## config.mk

```make
export PLATFORM = sky130hd
export DESIGN_NAME = rand_sampler
export DESIGN_NICKNAME = d
export VERILOG_FILES = /design/src/rtl/rand_sampler.sv
export SDC_FILE = /design/constraint.sdc
export NUM_CORES = 1
export LEC_CHECK = 0
export ABC_CLOCK_PERIOD_IN_PS = 2600
export BUFFER_PORTS_ARGS = -buffer_cell sky130_fd_sc_hd__buf_2
export CAP_MARGIN = 25
export CORE_MARGIN = 3
export CORE_UTILIZATION = 30
export DETAILED_ROUTE_END_ITERATION = 16
export HOLD_SLACK_MARGIN = 0.03
export SLEW_MARGIN = 20
export SYNTH_ARGS = -nofsm -noshare
export SYNTH_HDL_FRONTEND = slang
export SYNTH_SLANG_ARGS = --single-unit
```

## constraint.sdc

```tcl
create_clock -name clk -period 2.6 [get_ports clk]
set_input_delay 0.13 -clock clk [delete_from_list [all_inputs] [get_ports clk]]
set_output_delay 0.13 -clock clk [all_outputs]
set_load 0.02 [all_outputs]
```

## src/rtl/rand_sampler.sv

```systemverilog
// rand_sampler: captures rand_in on a periodic tick or a trig rising edge into a
// first-word-fall-through FIFO with a sticky overflow flag.
module rand_sampler #(
  parameter int DEPTH  = 8,
  parameter int PERIOD = 1000
) (
  input  logic                     clk,
  input  logic                     rst,
  input  logic [7:0]               rand_in,
  input  logic                     en,
  input  logic                     trig,
  output logic [7:0]               out_data,
  output logic                     out_valid,
  input  logic                     out_ready,
  output logic [$clog2(DEPTH):0]   count,
  output logic                     overflow,
  input  logic                     clr_ovf
);
  localparam int AW = $clog2(DEPTH);
  localparam int CW = $clog2(PERIOD);
  localparam logic [AW:0]   FULL = (AW+1)'(DEPTH);
  localparam logic [CW-1:0] LAST = CW'(PERIOD - 1);
  logic [CW-1:0] cnt_q, cnt_d;
  logic          trig_q;
  logic [AW-1:0] rd_q, wr_q;
  logic [AW:0]   count_q, count_d;
  logic          ovf_q, ovf_d;
  logic [7:0]    mem [DEPTH];
  logic          tick, push_req, pop, full, push_ok, ovf_evt;
  always_comb begin
    tick     = en && cnt_q == LAST;
    cnt_d    = (!en || tick) ? '0 : cnt_q + 1'b1;
    push_req = tick || (trig && !trig_q);
    out_valid = count_q != '0;
    pop      = out_valid && out_ready;
    full     = count_q == FULL;
    push_ok  = push_req && (!full || pop);
    ovf_evt  = push_req && full && !pop;
    count_d  = (push_ok && !pop) ? count_q + 1'b1 :
               (pop && !push_ok) ? count_q - 1'b1 : count_q;
    ovf_d    = ovf_evt ? 1'b1 : clr_ovf ? 1'b0 : ovf_q;
    out_data = out_valid ? mem[rd_q] : 8'h00;
    count    = count_q;
    overflow = ovf_q;
  end
  always_ff @(posedge clk or negedge rst) begin
    if (!rst) begin
      cnt_q   <= '0;
      trig_q  <= 1'b0;
      rd_q    <= '0;
      wr_q    <= '0;
      count_q <= '0;
      ovf_q   <= 1'b0;
    end else begin
      cnt_q   <= cnt_d;
      trig_q  <= trig;
      rd_q    <= pop ? rd_q + 1'b1 : rd_q;
      wr_q    <= push_ok ? wr_q + 1'b1 : wr_q;
      count_q <= count_d;
      ovf_q   <= ovf_d;
    end
  end
  // Storage needs no reset: out_data is masked to zero whenever the FIFO is empty.
  always_ff @(posedge clk) begin
    if (rst && push_ok) mem[wr_q] <= rand_in;
  end
endmodule

```

==> impl_metrics.env, run 1 <==
export IMPL_top_layer_used="met4"
export IMPL_rsz0062_at_grt="no"
export IMPL_timing_fmax_ghz=0.406
export IMPL_synth_cell_types=37
export IMPL_arrival_ps=2680
export IMPL_clockBufferDepth=2
export IMPL_start_kind="flip-flop"
export IMPL_grt_pass1_vias=2042
export IMPL_initial_core_util_pct=31.3
export IMPL_ios=28
export IMPL_finalSetupViolCount=0
export IMPL_drtIter0Drc=104
export IMPL_wirelength_um=7110
export IMPL_grt_max_degree=19
export IMPL_worst_path_buf_inv=2
export IMPL_syn_num_nets=240
export IMPL_cts_sinks=86
export IMPL_drt_drc_violations_left=0
export IMPL_numPortBuffers=27
export IMPL_wl_met1_um=3260
export IMPL_clkPwrFrac_pct=29.9
export IMPL_worstRegToRegCells=11
export IMPL_switchingPower_uw=1460
export IMPL_clockRootBuffer="clkbuf_16"
export IMPL_synth_top_area_share_pct=52.8
export IMPL_status="completed"
export IMPL_antenna_found_initial=0
export IMPL_fin_crit_sh_pct=94.8
export IMPL_critical_path_max_fanout=5
export IMPL_slew_headroom_pct=43.0
export IMPL_wl_per_cell_um=16.9
export IMPL_muxShareOfSynthArea_pct=13.3
export IMPL_worst_hold_slack_ps=63.3
export IMPL_gp_congestion=0.813
export IMPL_path_cells="ha_4, nand4_4, o41ai_4, nand2_2, inv_2, ha_4, inv_4, ha_4, a21o_1, a2111oi_2, o31ai_1"
export IMPL_synth_ff_type="edfxtp_1"
export IMPL_fp_row_count=39
export IMPL_p_comb_share_pct=30.2
export IMPL_required_ps=2810
export IMPL_max_stage_delay_ps=410
export IMPL_peakVddDrop_mv=0.339
export IMPL_netlist_instances=219
export IMPL_ys_seq_area_share_pct=68.0
export IMPL_r2r_end="count[3]"
export IMPL_die_w_um=116
export IMPL_wl_met2_um=3380
export IMPL_power_leakage_uw=0.00162
export IMPL_dieArea_um2=13500
export IMPL_clkTransAtPathRegs_ps=70
export IMPL_slowest_stage="dfrtp_1"
export IMPL_vias=2026
export IMPL_holdCritPathClass="in2reg"
export IMPL_final_antenna_net_count=0
export IMPL_grt_pass1_wl_um=11300
export IMPL_hold_start="rand_in[3]"
export IMPL_fill_cells=1082
export IMPL_hold_violations=0
export IMPL_viasPerCell=4.81
export IMPL_drive_above_1_share_pct=36.0
export IMPL_synth_top_area_cell="edfxtp_1"
export IMPL_crit_top_cell="ha_4"
export IMPL_yosysWarnings=0
export IMPL_ys_seq_elements=86
export IMPL_finalMaxSlewViolations=0
export IMPL_sequentialPowerShare_pct=39.9
export IMPL_worstSetupPathType="reg2reg"
export IMPL_fin_crit_ps=2470
export IMPL_setup_tns_ps=0
export IMPL_yosys_area_share_simple_pct=8.19
export IMPL_sw_frac_of_total_pct=31.8
export IMPL_synth_top_family_by_area="multiplexers"
export IMPL_layout_common_cells="edfxtp_1 (64), buf_2 (27), buf_4 (21)"
export IMPL_synth_xor_xnor_area_share_pct=2.89
export IMPL_cts_tree="built"
export IMPL_internal_power_uw=3130
export IMPL_syn_area_per_cell_um2=16.6
export IMPL_grtUsageTotal_pct=11.4
export IMPL_hpwl_um=4570
export IMPL_end_kind="flip-flop"
export IMPL_cts_htree_levels=3
export IMPL_n_antenna_cell=0
export IMPL_crit_family="compound AO/OA/AOI/OAI gates"
export IMPL_cp_depth=11
export IMPL_core_um2=11600
export IMPL_synth_edf_count=64
export IMPL_clkLatencyLatePin_ps=340
export IMPL_tightest_slew_ps=846
export IMPL_syn_to_final_growth_pct=23.6
export IMPL_syn_cell_area_um2=3640
export IMPL_numCtsBuffers=9
export IMPL_layout_commonest_cell="edfxtp_1"
export IMPL_async_reset_ff_share_pct=25.6
export IMPL_regToRegStartpoint="cnt_q[0]"
export IMPL_holdPathStages=1
export IMPL_powerDensity_nw_per_um2=1020
export IMPL_hold_end="mem[0][3]"
export IMPL_wl_met3_um=328
export IMPL_die_h_um=116
export IMPL_finClkSkew_ps=10.1
export IMPL_yosys_top_cells_area="edfxtp_1 (53%), dfrtp_1 (15%), mux4_2 (9.9%)"
export IMPL_grt_ovfl_total=0
export IMPL_nets=294
export IMPL_cap_violations=0
export IMPL_dr_pass1_iters=4
export IMPL_synth_compound_area_share_pct=2.99
export IMPL_synthAdderAreaFrac_pct=2.61
export IMPL_reg2reg_slack_ps=130
## power groups by stage
stage / Clock [uW] / Combinational [uW] / Sequential (uW)
detailed placement: 0 / 1350 / 1860
floorplan: 0 / 1010 / 1780
CTS: 1410 / 1360 / 1830
global placement: 0 / 1330 / 1860
finish: 1370 / 1390 / 1830
global route: 1460 / 1530 / 1860
## layout make-up
type | count | area (um^2) | share of cell area [%]
inverters | 8 | 32.5 | 0.724
multi-input cells | 117 | 1160 | 25.9
clock buffers | 10 | 229 | 5.09
clock inverters | 6 | 93.8 | 2.09
well taps | 143 | 179 | 3.98
repair buffers | 51 | 323 | 7.18
flip-flops and latches | 86 | 2470 | 55.1
## flip-flops by register name, summed over array words and instances (netlist names)
name      flops
mem          64
cnt_q        10
count         4
rd_q          3
wr_q          3
overflow      1
trig_q        1
## synthesized netlist by cell type (all sizes together) (2+ instances only)
cell / number
xnor2: 9
or3: 2
mux2: 3
nor3: 11
mux2i: 9
edfxtp: 64
nand2: 9
clkbuf: 3
o21ai: 4
nor2: 16
dfrtp: 22
nand4: 3
xor2: 3
a21oi: 3
buf: 5
inv: 8
nand2b: 4
ha: 6
nor4: 4
mux4: 16
nand3: 6
o41ai: 2
## worst reg2reg max path, cell delays in order (launching register included)
cell and delay, ps:
dfrtp_1 410, ha_4 190, nand4_4 120, o41ai_4 380, nand2_2 100, inv_2 80
ha_4 150, inv_4 50, ha_4 200, a21o_1 190, a2111oi_2 350, o31ai_1 120
## through the flow
stage	worst slack [ps]	total power [uW]	util [%]	instances	instance area (um^2)
2_1_floorplan	6.55	2790	-	219	3660
3_3_place_gp	89.3	3190	34.9	396	4060
3_5_place_dp	3.18	3220	34.9	396	4060
5_1_grt	31.1	4860	38.7	421	4490
4_1_cts	12.0	4600	38.0	415	4410
6_report	134	4590	38.7	421	4490
## logic make-up (layout without fill, tap and decap cells)
logic type | count (synthesis) | in the layout
compound gates | 13 | 13
xor+xnor | 12 | 12
fa+ha+maj | 7 | 7
buf+inv | 16 | 75
flops | 86 | 86
mux | 28 | 28
simple gates | 57 | 57
## worst max path at each step
stage,startpoint,endpoint
global route,cnt_q[0],count[3]
finish,cnt_q[0],count[3]
CTS,cnt_q[0],count[3]
detailed placement,cnt_q[0],count[3]
global placement,cnt_q[0],count[3]
floorplan,cnt_q[0],count[3]
## routing by layer
layer  GRT usage (%)  up-vias
li1                -      951
met1            15.8     1021
met2            17.0       43
met3            2.49       11
met4            6.03        0
met5               0        -
## timing repair
item | CTS | global route
setup endpoints to repair | 0 | 1
hold endpoints to repair | 24 | 0
hold buffers | 3 | 0
buffers inserted | 0 | 6
gates resized for setup | 0 | 7
Note: power is estimated with default switching activity, not from simulation.
==> run 2, diff against run 1 <==
--- a/config.mk
+++ b/config.mk
@@ -12,6 +12,7 @@
 export CORE_UTILIZATION = 30
 export DETAILED_ROUTE_END_ITERATION = 16
 export HOLD_SLACK_MARGIN = 0.03
+export RECOVER_POWER = 50
 export SLEW_MARGIN = 20
 export SYNTH_ARGS = -nofsm -noshare
 export SYNTH_HDL_FRONTEND = slang
==> run 2 against run 1 <==
Against the previous run:
- clock skew barely moved
- fmax barely moved
- final area fell by 0.53%
==> impl_metrics.env, run 2 (synthesized netlist as in run 1, its figures left out) <==
export IMPL_status="completed"
export IMPL_holdPathStages=2
export IMPL_syn_to_final_growth_pct=22.9
export IMPL_slew_headroom_pct=31.6
export IMPL_tightest_slew_ps=1030
export IMPL_path_cells="ha_4, nand4_4, o41ai_4, nand2_2, inv_2, ha_4, inv_4, ha_4, a21o_1, a2111oi_2, o31ai_1"
export IMPL_setup_tns_ps=0
export IMPL_fp_row_count=39
export IMPL_crit_family="compound AO/OA/AOI/OAI gates"
export IMPL_endpoint="count[3]"
export IMPL_drive_above_1_share_pct=30.6
export IMPL_grt_pass1_vias=2042
export IMPL_grt_max_degree=19
export IMPL_viasPerCell=4.80
export IMPL_start_kind="flip-flop"
export IMPL_cts_sinks=86
export IMPL_clkLatencyLatePin_ps=340
export IMPL_clockBufferDepth=2
export IMPL_die_w_um=116
export IMPL_pre_cts_slack_ps=3.18
export IMPL_power_leakage_uw=0.00159
export IMPL_worstRegToRegCells=11
export IMPL_die_h_um=116
export IMPL_largest_reg_flops=64
export IMPL_grt_pass1_wl_um=11300
export IMPL_dr_pass1_iters=4
export IMPL_ios=28
export IMPL_timing_final_ws_setup_ps=136
export IMPL_nets=294
export IMPL_regMostFlops="mem"
export IMPL_crit_start="cnt_q[0]"
export IMPL_wirelength_um=7100
export IMPL_cts_htree_levels=3
export IMPL_r2r_end="count[3]"
export IMPL_hpwl_um=4570
export IMPL_regToRegStartpoint="cnt_q[0]"
export IMPL_cap_violations=0
export IMPL_worst_path_buf_inv=2
export IMPL_rsz0062_at_grt="no"
export IMPL_timing_fmax_ghz=0.406
export IMPL_finalSetupViolCount=0
export IMPL_drtIter0Drc=102
export IMPL_final_antenna_net_count=0
export IMPL_peakVddDrop_mv=0.340
export IMPL_max_stage_delay_ps=410
export IMPL_reg2reg_slack_ps=140
export IMPL_fin_crit_ps=2460
export IMPL_slowest_stage="dfrtp_1"
export IMPL_numPortBuffers=27
export IMPL_cts_tree="built"
export IMPL_gp_congestion=0.813
export IMPL_layout_common_cells="edfxtp_1 (64), dfrtp_1 (22), buf_4 (19)"
export IMPL_finalMaxSlewViolations=0
export IMPL_required_ps=2820
export IMPL_holdCritPathClass="in2reg"
export IMPL_fin_crit_sh_pct=94.8
export IMPL_powerDensity_nw_per_um2=1020
export IMPL_numCtsBuffers=9
export IMPL_vias=2019
export IMPL_grt_ovfl_total=0
export IMPL_wl_per_cell_um=16.9
export IMPL_crit_top_cell="ha_4"
export IMPL_hold_violations=0
export IMPL_n_antenna_cell=0
export IMPL_antenna_found_initial=0
export IMPL_finClkSkew_ps=10.1
export IMPL_cp_depth=11
export IMPL_power_uw=4580
export IMPL_drt_drc_violations_left=0
export IMPL_dieArea_um2=13500
export IMPL_utilization_pct=38.5
export IMPL_layout_commonest_cell="edfxtp_1"
export IMPL_worstSetupPathType="reg2reg"
export IMPL_end_kind="flip-flop"
export IMPL_clkTransAtPathRegs_ps=70
export IMPL_core_um2=11600
export IMPL_initial_core_util_pct=31.3
export IMPL_clockRootBuffer="clkbuf_16"
export IMPL_grtUsageTotal_pct=11.4
export IMPL_critical_path_max_fanout=5
export IMPL_arrival_ps=2680
-- run 2: changes by cell type in the layout (fill, tap and decap cells not counted), sizes merged --
cell,before,now
clkbuf,10,23
buf,48,35
-- run 2: per-layer routing --
layer / vias up / global-route usage [%] / wire length, um
met4: 0 / 6.03 / 142
met3: 11 / 2.49 / 285
li1: 951 / - / -
met2: 36 / 17.0 / 3390
met5: - / 0 / 0
met1: 1021 / 15.8 / 3280
-- run 2: power by group --
| group | total (uW) | leakage [uW] | internal (uW) | switching (uW) |
|---|---|---|---|---|
| clock network | 1380 | 0.000153 | 848 | 529 |
| registers | 1830 | 0.000857 | 1600 | 224 |
| logic | 1370 | 0.000575 | 664 | 709 |
-- run 2: worst reg2reg max path: stages (launching register included) --
cell and delay [ps]:
dfrtp_1 410, ha_4 190, nand4_4 120, o41ai_4 380, nand2_2 100, inv_2 80
ha_4 150, inv_4 50, ha_4 200, a21o_1 190, a2111oi_2 350, o31ai_1 120
-- run 2: what timing repair did --
action,in CTS,in global routing
gates resized for setup,0,7
hold endpoints to repair,24,0
setup buffers,0,6
endpoints found under the setup margin,0,1
hold buffers,3,0
-- run 2: worst min-delay path by stage --
stage	start	end
after detailed placement	rst	wr_q[2]
final	en	cnt_q[2]
after CTS	rand_in[3]	mem[6][3]
after global routing	en	cnt_q[2]
after floorplan	rst	cnt_q[0]
after global placement	rst	wr_q[2]
-- run 2: stage by stage --
step                      instances  area (um^2)  hold WS [ps]
after floorplan                 219         3660          -166
after global placement          396         4060         -22.6
after detailed placement        396         4060         -19.4
after CTS                       415         4410          52.9
after global routing            421         4470          92.9
final                           421         4470          91.9
-- run 2: layout make-up --
class                           instances  area, um^2
Sequential cell                        86        2470
Tap cell                              143         179
Fill cell                            1090        7140
Clock buffer                           10         229
Clock inverter                          6        93.8
Multi-Input combinational cell        117        1160
Timing Repair Buffer                   51         302
Inverter                                8        32.5
==> run 3, diff against run 2 <==
--- a/config.mk
+++ b/config.mk
@@ -11,7 +11,9 @@
 export CORE_MARGIN = 3
 export CORE_UTILIZATION = 30
 export DETAILED_ROUTE_END_ITERATION = 16
+export GPL_ROUTABILITY_DRIVEN = 0
 export HOLD_SLACK_MARGIN = 0.03
+export MAX_ROUTING_LAYER = met4
 export RECOVER_POWER = 50
 export SLEW_MARGIN = 20
 export SYNTH_ARGS = -nofsm -noshare
==> run 3 against run 2 <==
Against the previous run:
- sequential cell count did not move
- clock power barely moved
- non-clock buffer count did not move
- register-to-register slack barely moved
- fmax barely moved
- final area did not move
- sequential power barely moved
- combinational power barely moved
- utilization did not move
- global-route usage rose by 0.35 points
- wire length fell by 0.46%
- first-iteration DRC count rose by 0.98%
- critical path type unchanged
- largest power group unchanged
==> impl_metrics.env, run 3 (synthesized netlist as in run 1, its figures left out) <==
export IMPL_status="completed"
export IMPL_die_h_um=116
export IMPL_wirelength_um=7060
export IMPL_start_kind="flip-flop"
export IMPL_crit_top_cell="ha_4"
export IMPL_grt_pass1_vias=2052
export IMPL_hold_violations=0
export IMPL_dr_pass1_iters=4
export IMPL_peakVddDrop_mv=0.340
export IMPL_rsz0062_at_grt="no"
export IMPL_wl_per_cell_um=16.8
export IMPL_tightest_slew_ps=1030
export IMPL_cts_tree="built"
export IMPL_clkLatencyLatePin_ps=340
export IMPL_multiInputGateArea_um2=1160
export IMPL_vias=2018
export IMPL_drtIter0Drc=103
export IMPL_powerDensity_nw_per_um2=1020
export IMPL_numPortBuffers=27
export IMPL_worst_hold_slack_ps=89.0
export IMPL_ios=28
export IMPL_grt_ovfl_total=0
export IMPL_grt_pass1_wl_um=11300
export IMPL_layout_commonest_cell="edfxtp_1"
export IMPL_fp_row_count=39
export IMPL_grtUsageTotal_pct=11.8
export IMPL_drt_drc_violations_left=0
export IMPL_initial_core_util_pct=31.3
export IMPL_cts_sinks=86
export IMPL_hpwl_um=4570
export IMPL_stdcell_area_um2=4470
export IMPL_fin_crit_ps=2460
export IMPL_timing_final_ws_setup_ps=137
export IMPL_syn_to_final_growth_pct=22.9
export IMPL_critical_path_max_fanout=5
export IMPL_holdPathStages=2
export IMPL_n_antenna_cell=0
export IMPL_finalMaxSlewViolations=0
export IMPL_core_um2=11600
export IMPL_power_uw=4570
export IMPL_worstRegToRegCells=11
export IMPL_slew_headroom_pct=31.5
export IMPL_holdCritPathClass="in2reg"
export IMPL_max_stage_delay_ps=410
export IMPL_cts_htree_levels=3
export IMPL_numCtsBuffers=9
export IMPL_die_w_um=116
export IMPL_timing_fmax_ghz=0.406
export IMPL_drive_above_1_share_pct=30.6
export IMPL_clockBufferDepth=2
export IMPL_final_antenna_net_count=0
export IMPL_place_area_um2=4060
export IMPL_end_kind="flip-flop"
export IMPL_setup_tns_ps=0
export IMPL_crit_family="compound AO/OA/AOI/OAI gates"
export IMPL_cp_depth=11
export IMPL_fin_crit_sh_pct=94.7
export IMPL_slowest_stage="dfrtp_1"
export IMPL_nets=294
export IMPL_power_leakage_uw=0.00159
export IMPL_fill_cells=1090
export IMPL_antenna_found_initial=0
export IMPL_arrival_ps=2680
export IMPL_worst_path_buf_inv=2
export IMPL_path_cells="ha_4, nand4_4, o41ai_4, nand2_2, inv_2, ha_4, inv_4, ha_4, a21o_1, a2111oi_2, o31ai_1"
export IMPL_viasPerCell=4.79
export IMPL_required_ps=2820
export IMPL_cap_violations=0
export IMPL_layout_common_cells="edfxtp_1 (64), dfrtp_1 (22), buf_4 (19)"
export IMPL_pre_cts_slack_ps=3.18
export IMPL_clkTransAtPathRegs_ps=70
export IMPL_dieArea_um2=13500
export IMPL_largest_reg_flops=64
export IMPL_worstSetupPathType="reg2reg"
export IMPL_regMostFlops="mem"
export IMPL_ff_latch_area_um2=2470
export IMPL_finalSetupViolCount=0
export IMPL_grt_max_degree=19
export IMPL_clockRootBuffer="clkbuf_16"
export IMPL_finClkSkew_ps=9.91
==> run 3: final timing paths <==
check / from / endpoint / slack, ps
worst max-delay path: cnt_q[0] / count[3] / 140
worst min-delay path: en / cnt_q[2] / 90
worst max register to register: cnt_q[0] / count[3] / 140
worst min register to register: wr_q[2] / wr_q[2] / 490
max in group asynchronous: rst / cnt_q[4] / 1070
min in group asynchronous: rst / wr_q[2] / 250
==> run 3: through the flow <==
stage          instances  util [%]
2_1_floorplan        219         -
3_3_place_gp         396      34.9
3_5_place_dp         396      34.9
4_1_cts              415      38.0
5_1_grt              421      38.5
6_report             421      38.5
==> run 3: repair_timing <==
| item | in CTS | in global routing |
|---|---|---|
| hold buffers | 3 | 0 |
| gates resized for setup | 0 | 7 |
| buffers inserted | 0 | 6 |
| endpoints found under the setup margin | 0 | 1 |
| hold endpoints to repair | 24 | 0 |
==> run 3: metal layers <==
| metal | vias up | GRT usage (%) | share of wire [%] |
|---|---|---|---|
| met1 | 1019 | 15.8 | 46 |
| met3 | 12 | 3.01 | 4.3 |
| met2 | 34 | 17.0 | 48 |
| met5 | - | - | 0 |
| met4 | 0 | 5.10 | 1.6 |
| li1 | 953 | - | - |
==> run 3: layout make-up <==
class / instances / area share (%)
multi-input combinational: 117 / 26.0
clock buffer: 10 / 5.12
inverter: 8 / 0.728
sequential: 86 / 55.3
tap: 143 / 4.00
timing repair buffer: 51 / 6.75
clock inverter: 6 / 2.10
==> run 3: power by group <==
group	internal, uW	total, uW	switching [uW]
clock	848	1370	525
sequential	1600	1830	222
combinational	664	1370	709
